### src/rtl/fetch_unit.sv
// PC and fetch-control stage feeding instruction memory: sequential, redirect or hold next-PC selection.
// Optional FETCH_PERF_EN adds saturating fetch/stall performance counters.
module fetch_unit #(
    parameter logic [31:0] RESET_PC   = 32'h0000_0000,
    parameter int unsigned IMEM_BYTES = 128
) (
    input  logic        clk,
    input  logic        rst_n,
    input  logic        stall_i,
    input  logic        redirect_i,
    input  logic [31:0] redirect_target_i,
    input  logic [31:0] instr_i,
    input  logic        last_instr_flag_i,
    output logic [31:0] pc_o,
    output logic [31:0] pc_plus4_o,
    output logic [31:0] instr_o,
    output logic        instr_valid_o,
    output logic        halted_o,
    output logic        misaligned_o,
    output logic [31:0] fetch_count_o,
    output logic [31:0] stall_count_o
);

    localparam int unsigned XLEN   = 32;
    localparam logic [XLEN-1:0] NOP    = 32'h0000_0013;
    localparam logic [XLEN-1:0] MAX_PC = XLEN'(IMEM_BYTES - 4);

    typedef enum logic [1:0] {
        BOOT,
        RUN,
        HALT,
        TRAP
    } state_t;

    state_t          state_q, state_d;
    logic [XLEN-1:0] pc_q, pc_d;
    logic [XLEN-1:0] pc_seq;
    logic            end_of_prog;
    logic            bad_target;
    logic            seq_overflow;
    logic            fetch_inc;
    logic            stall_inc;

    always_ff @(posedge clk or negedge rst_n) begin
        if (!rst_n) begin
            state_q <= BOOT;
            pc_q    <= RESET_PC;
        end else begin
            state_q <= state_d;
            pc_q    <= pc_d;
        end
    end

    assign pc_seq       = pc_q + XLEN'(4);
    assign end_of_prog  = last_instr_flag_i || ((instr_i == 32'hFFFF_FFFF) && (pc_q != '0));
    assign bad_target   = (redirect_target_i[1:0] != 2'b00) || (redirect_target_i > MAX_PC);
    // Widened compare so a PC near the top of the address space cannot wrap past the limit.
    assign seq_overflow = ({1'b0, pc_q} + 33'd4) > {1'b0, MAX_PC};

    // Next-state and next-PC selection; priority order matters inside RUN.
    always_comb begin
        state_d   = state_q;
        pc_d      = pc_q;
        fetch_inc = 1'b0;
        stall_inc = 1'b0;
        case (state_q)
            BOOT: state_d = RUN;
            RUN: begin
                if (end_of_prog) begin
                    state_d = HALT;
                end else if (redirect_i && bad_target) begin
                    state_d = TRAP;
                end else if (redirect_i) begin
                    pc_d      = redirect_target_i;
                    fetch_inc = 1'b1;
                end else if (stall_i) begin
                    stall_inc = 1'b1;
                end else if (seq_overflow) begin
                    state_d = HALT;
                end else begin
                    pc_d      = pc_seq;
                    fetch_inc = 1'b1;
                end
            end
            HALT:    state_d = HALT;
            TRAP:    state_d = TRAP;
            default: state_d = BOOT;
        endcase
    end

    assign pc_o          = pc_q;
    assign pc_plus4_o    = pc_seq;
    assign instr_valid_o = (state_q == RUN);
    assign instr_o       = (state_q == RUN) ? instr_i : NOP;
    assign halted_o      = (state_q == HALT);
    assign misaligned_o  = (state_q == TRAP);

`ifdef FETCH_PERF_EN
    logic [XLEN-1:0] fetch_cnt_q;
    logic [XLEN-1:0] stall_cnt_q;

    // Saturating performance counters.
    always_ff @(posedge clk or negedge rst_n) begin
        if (!rst_n) begin
            fetch_cnt_q <= '0;
            stall_cnt_q <= '0;
        end else begin
            if (fetch_inc && (fetch_cnt_q != '1)) fetch_cnt_q <= fetch_cnt_q + XLEN'(1);
            if (stall_inc && (stall_cnt_q != '1)) stall_cnt_q <= stall_cnt_q + XLEN'(1);
        end
    end

    assign fetch_count_o = fetch_cnt_q;
    assign stall_count_o = stall_cnt_q;
`else
    logic unused_perf;
    assign unused_perf   = fetch_inc ^ stall_inc;
    assign fetch_count_o = '0;
    assign stall_count_o = '0;
`endif

endmodule
### config.mk
export PLATFORM = sky130hd
export DESIGN_NAME = fetch_unit
export DESIGN_NICKNAME = d
export VERILOG_FILES = /design/src/rtl/fetch_unit.sv
export SDC_FILE = /design/constraint.sdc
export NUM_CORES = 1
export LEC_CHECK = 0
export ABC_AREA = 1
export CELL_PAD_IN_SITES_DETAIL_PLACEMENT = 2
export CELL_PAD_IN_SITES_GLOBAL_PLACEMENT = 2
export CORE_ASPECT_RATIO = 1.25
export CORE_MARGIN = 2
export CORE_UTILIZATION = 18
export DETAILED_ROUTE_END_ITERATION = 7
export HOLD_SLACK_MARGIN = 0.06
export PLACE_DENSITY_LB_ADDON = 0.08
export SLEW_MARGIN = 20
export SYNTH_ARGS = -nofsm -noshare
export SYNTH_HDL_FRONTEND = slang
export SYNTH_SLANG_ARGS = --single-unit
### constraint.sdc
create_clock -name clk -period 4.7 [get_ports clk]
set_input_delay 0.47 -clock clk [delete_from_list [all_inputs] [get_ports clk]]
set_output_delay 0.47 -clock clk [all_outputs]
set_load 0.005 [all_outputs]
==> results.json, run 1 <==
{
  "status": "completed",
  "ir_worst_vdd_mv": 0.107,
  "grt_pass1_wl_mm": 24.6,
  "cts_num_sinks": 34,
  "vias_per_cell": 4.07,
  "ys_seq_elements": 34,
  "io_buffers": 167,
  "synth_top_area_cell": "dfrtp_1",
  "multi_input_area_um2": 1960,
  "grt_max_degree": 35,
  "endpoint_kind": "primary output",
  "ant_nets": 0,
  "overflow": 0,
  "drc_errors": 0,
  "finalHoldViolCount": 0,
  "cts_made_buffers": 5,
  "max-cap-violations": 0,
  "wirelength_mm": 16.0,
  "criticalPathCategory": "flip-flop to primary output",
  "worstPathArrival_ns": 2.68,
  "initialDrtViolationCount": 98,
  "layout_commonest_cell": "clkdlybuf4s50_1",
  "htree_levels": 2,
  "die_w_um": 128,
  "clock_latency_ns": 0.29,
  "yosysTopAreaCellShare_pct": 24.7,
  "cts_tree": "yes",
  "coreArea_um2": 18800,
  "firstDrtPassIters": 4,
  "place_area_um2": 5120,
  "ys_warn_count": 0,
  "p_leak_nw": 2.57,
  "io_pins": 232,
  "diodes": 0,
  "grt_antenna_before_repair": 0,
  "cts_hold_buf": 0,
  "die_area_um2": 20300,
  "seq_area_um2": 851,
  "nFillCells": 2301,
  "area_growth_pct": 52.7,
  "row_count": 56,
  "clock.fmax_ghz": 0.318,
  "place.gp.congestion": 0.808,
  "synth.area.top_cells": "dfrtp_1 (25%), nand2_1 (16%), buf_4 (15%), nor2_1 (14%), inv_1 (9.5%)",
  "post-route-min-period_ns": 3.15,
  "skew_ns": 0.00657,
  "nets": 815,
  "setup_violations": 0,
  "slew_headroom_pct": 39.1,
  "crit_path_max_fanout": 34,
  "avgSynthCellArea_um2": 5.97,
  "setup_tns_ns": 0,
  "slew_viol_final": 0,
  "worst-slew-pin-transition_ns": 0.908,
  "ys_seq_area_share_pct": 24.7,
  "powerDensity_nw_per_um2": 194,
  "post_cts_buffers": 0,
  "cts-root-buf": "clkbuf_16",
  "grt_pass1_vias": 4378,
  "track_usage_pct": 15.6,
  "finalInstanceArea_um2": 5270,
  "rsz0062_at_grt": "false",
  "initial_utilization_pct": 18.4,
  "synth-edff-count": 0,
  "ys.flop_type": "dfrtp_1",
  "vias": 3969,
  "final_cell_mix": "clkdlybuf4s50_1 (167), nand2_1 (147), nor2_1 (126)",
  "ys_async_sr_fraction_pct": 100,
  "p_total_mw": 1.02,
  "syn_area_um2": 3450,
  "path_clk_slew_ns": 0.06,
  "holdCritPathClass": "flip-flop to flip-flop",
  "cts.path.max_buffers": 2,
  "fin_crit_sh_pct": 66.9,
  "die_height_um": 159,
  "yosysUniqueCellTypes": 26,
  "dp_hpwl_mm": 13.8,
  "avgRoutedWirePerCell_um": 16.3,
  "synth_cells": 578,
  "setup.worst_path.start_class": "flip-flop",
  "drive_gt1_share_pct": 5.65,
  "cp_data_required_time_ns": 4.23,
  "cts_resized": 0
}
## cell families (layout without fill, tap and decap cells)
family	Yosys count	in the layout	synth area share [%]
and+or+nand+nor	361	361	45.8
buffers and inverters	164	267	25.5
DFF	34	34	24.7
AOI/OAI and AO/OA	9	9	1.31
xor gates and xnor gates	6	6	1.52
adders and majority gates	3	3	1.09
other	1	64	0.109
## final cells by class
| class | instances | share of cell area, % |
|---|---|---|
| multi-input combinational | 443 | 37.2 |
| timing repair buffer | 168 | 31.9 |
| sequential | 34 | 16.2 |
| inverter | 91 | 6.49 |
| tap | 232 | 5.51 |
| clock buffer | 7 | 2.71 |
| clock inverter | 1 | 0.0950 |
## flip-flops by register name, summed over array words and instances, names as in the netlist
| register | count |
|---|---|
| pc_o | 32 |
| state_q | 2 |
## synthesized netlist by cell type (2+ instances only)
master,n
a21oi_1,2
buf_1,3
buf_4,68
dfrtp_1,34
ha_1,3
inv_1,87
inv_2,4
nand2_1,147
nand2_2,6
nand3_1,31
nand3_2,3
nand4_1,14
nor2_1,126
nor2_2,6
nor2_4,7
nor3_1,11
o21ai_0,6
or2_2,7
xor2_1,6
## stage by stage
step	setup slack (ns)	utilization [%]	hold slack [ns]	instances
4_1_cts	1.69	28.0	0.575	976
3_5_place_dp	1.62	27.3	0.558	968
3_3_place_gp	1.71	27.3	0.546	968
6_report	1.55	28.0	0.566	976
2_1_floorplan	2.59	-	0.174	641
5_1_grt	1.17	28.0	0.624	976
## path summary, 6_finish.rpt
path,startpoint,end,slack (ns),cells past startpoint
worst min-delay path,pc_o[0]$_DFFE_PN0P_,pc_o[0]$_DFFE_PN0P_,0.57,2
max in group asynchronous,rst_n,pc_o[26]$_DFFE_PN0P_,3.72,2
min in group asynchronous,rst_n,pc_o[13]$_DFFE_PN0P_,0.62,2
worst max-delay path,state_q[0]$_DFFE_PN0P_,instr_o[4],1.55,5
worst min register to register,pc_o[0]$_DFFE_PN0P_,pc_o[0]$_DFFE_PN0P_,0.57,2
worst max register to register,state_q[0]$_DFFE_PN0P_,pc_o[28]$_DFFE_PN0P_,1.57,9
## worst max-delay path, stage by stage (launching register included)
cell	delay, ns
dfrtp_1	0.39
inv_1	0.08
nor2_1	0.14
clkinv_1	0.73
or2_2	0.59
clkdlybuf4s50_1	0.46
## where the power goes
part,internal [mW],switching [mW]
Clock,0.210,0.134
Combinational,0.161,0.173
Sequential,0.312,0.0315
## layer usage
metal,GRT usage (%),vias up,wire (µm)
met3,4.14,14,1130
met1,16.9,1882,5990
li1,-,1930,-
met4,3.90,0,275
met5,0,-,0
met2,29.5,143,8550
(Power assumes the default switching activity.)
==> inputs of run 2 (changes only) <==
- CORE_UTILIZATION: 18 -> 17
- clock period: 4.7 -> 3.2 ns (I/O delays scaled with it)
==> run 2 against run 1 <==
Cell count increased by 4.4%. Clock skew increased by 0.0039 ns. Clock power grew 49%. Count of clock-buffer cells in the layout is 1 lower. Wire length increased by 0.96%. Global-route usage decreased by 0.83 points. Largest power group is now the clock network. Register-to-register slack worse by 1.0 ns. Total power up 48%. Die area increased by 5.7%. Core utilization decreased by 1.3 points.
==> results.json, run 2 (synthesis results as in run 1) <==
{
  "status": "completed",
  "grt_antenna_before_repair": 0,
  "grt_pass1_vias": 4413,
  "layout_commonest_cell": "clkdlybuf4s50_1",
  "finalHoldViolCount": 0,
  "powerDensity_nw_per_um2": 283,
  "clock.fmax_ghz": 0.367,
  "drc_errors": 0,
  "grt_pass1_wl_mm": 24.7,
  "setup.worst_path.start_class": "flip-flop",
  "cts_made_buffers": 5,
  "cts.path.max_buffers": 2,
  "largest_register_ffs": 32,
  "slew_viol_final": 0,
  "vias": 3982,
  "worst-slew-pin-transition_ns": 0.581,
  "initial_utilization_pct": 17.2,
  "io_buffers": 167,
  "vias_per_cell": 3.91,
  "p_leak_nw": 2.59,
  "worstPathArrival_ns": 2.41,
  "cts_tree": "yes",
  "track_usage_pct": 14.8,
  "die_height_um": 163,
  "htree_levels": 2,
  "setup_slack_ns": 0.472,
  "die_area_um2": 21500,
  "criticalPathCategory": "flip-flop to primary output",
  "max-cap-violations": 0,
  "coreArea_um2": 20000,
  "fin_crit_sh_pct": 85.2,
  "grt_max_degree": 35,
  "rsz0062_at_grt": "false",
  "skew_ns": 0.0105,
  "cp_data_required_time_ns": 2.88,
  "wirelength_mm": 16.1,
  "path_clk_slew_ns": 0.06,
  "hold-worst-slack_ns": 0.456,
  "clock_latency_ns": 0.29,
  "crit_path_max_fanout": 5,
  "final_cell_mix": "clkdlybuf4s50_1 (167), nand2_1 (147), nor2_1 (126)",
  "initialDrtViolationCount": 93,
  "dp_hpwl_mm": 14.3,
  "slew_headroom_pct": 61.2,
  "setup_violations": 0,
  "holdCritPathClass": "input port to async pin",
  "setup_tns_ns": 0,
  "nets": 820,
  "post-route-min-period_ns": 2.73,
  "endpoint_kind": "primary output",
  "diodes": 0,
  "ir_worst_vdd_mv": 0.192,
  "finalInstanceArea_um2": 5360,
  "drive_gt1_share_pct": 6.41,
  "post_cts_buffers": 0,
  "place_ws_ns": 0.410,
  "cts_hold_buf": 0,
  "firstDrtPassIters": 4,
  "finish.utilization_pct": 26.7,
  "io_pins": 232,
  "cts-root-buf": "clkbuf_16",
  "avgRoutedWirePerCell_um": 15.8,
  "die_w_um": 131,
  "place_area_um2": 5200,
  "area_growth_pct": 55.2,
  "cts_resized": 0,
  "ant_nets": 0,
  "cts_num_sinks": 34,
  "place.gp.congestion": 0.794,
  "row_count": 58,
  "overflow": 0
}
run 2: changes by cell type in the layout (fill, tap and decap cells not counted), sizes merged:
cell | previous run | this run
buf | 1 | 6
clkinvlp | 0 | 1
clkbuf | 7 | 6
clkinv | 2 | 1
inv | 90 | 91
run 2: critical path: stages, from the launching register on:
cell,delay [ns]
dfrtp_1,0.45
nand2_1,0.17
nor2_1,0.33
nand2_1,0.17
nor2_1,0.25
nand3_1,0.11
nand2_1,0.11
clkdlybuf4s50_1,0.53
run 2: cell type report:
cell class | count | area [µm²]
flip-flops and latches | 34 | 851
well taps | 270 | 338
inverters | 91 | 342
clock inverters | 2 | 12.5
repair buffers | 173 | 1720
fillers | 2492 | 14700
clock buffers | 6 | 139
multi-input cells | 443 | 1960
run 2: metal layers:
| metal | global-route usage (%) | wire length, µm | vias to the layer above |
|---|---|---|---|
| met5 | 0 | 0 | - |
| met4 | 2.52 | 112 | 0 |
| met3 | 3.04 | 851 | 5 |
| met2 | 29.7 | 8910 | 132 |
| met1 | 15.9 | 6230 | 1904 |
| li1 | - | - | 1941 |
run 2: through the flow:
| step | total power [mW] | cells |
|---|---|---|
| 5_1_grt | 1.62 | 1019 |
| 3_3_place_gp | 1.02 | 1011 |
| 3_5_place_dp | 1.02 | 1011 |
| 6_report | 1.52 | 1019 |
| 4_1_cts | 1.55 | 1019 |
| 2_1_floorplan | 0.765 | 641 |
run 2: power breakdown:
part	internal, mW	switching [mW]
Clock	0.309	0.202
Combinational	0.239	0.263
Sequential	0.459	0.0437
run 2: final timing paths:
kind,from,cells past startpoint,end,slack (ns)
max,pc_o[14]$_DFFE_PN0P_,7,pc_plus4_o[27],0.47
max reg2reg,pc_o[2]$_DFFE_PN0P_,16,pc_o[5]$_DFFE_PN0P_,0.57
min,rst_n,2,pc_o[0]$_DFFE_PN0P_,0.46
min in group clk,pc_o[0]$_DFFE_PN0P_,2,pc_o[0]$_DFFE_PN0P_,0.56
max in group asynchronous,rst_n,2,pc_o[28]$_DFFE_PN0P_,2.38
min reg2reg,pc_o[0]$_DFFE_PN0P_,2,pc_o[0]$_DFFE_PN0P_,0.56
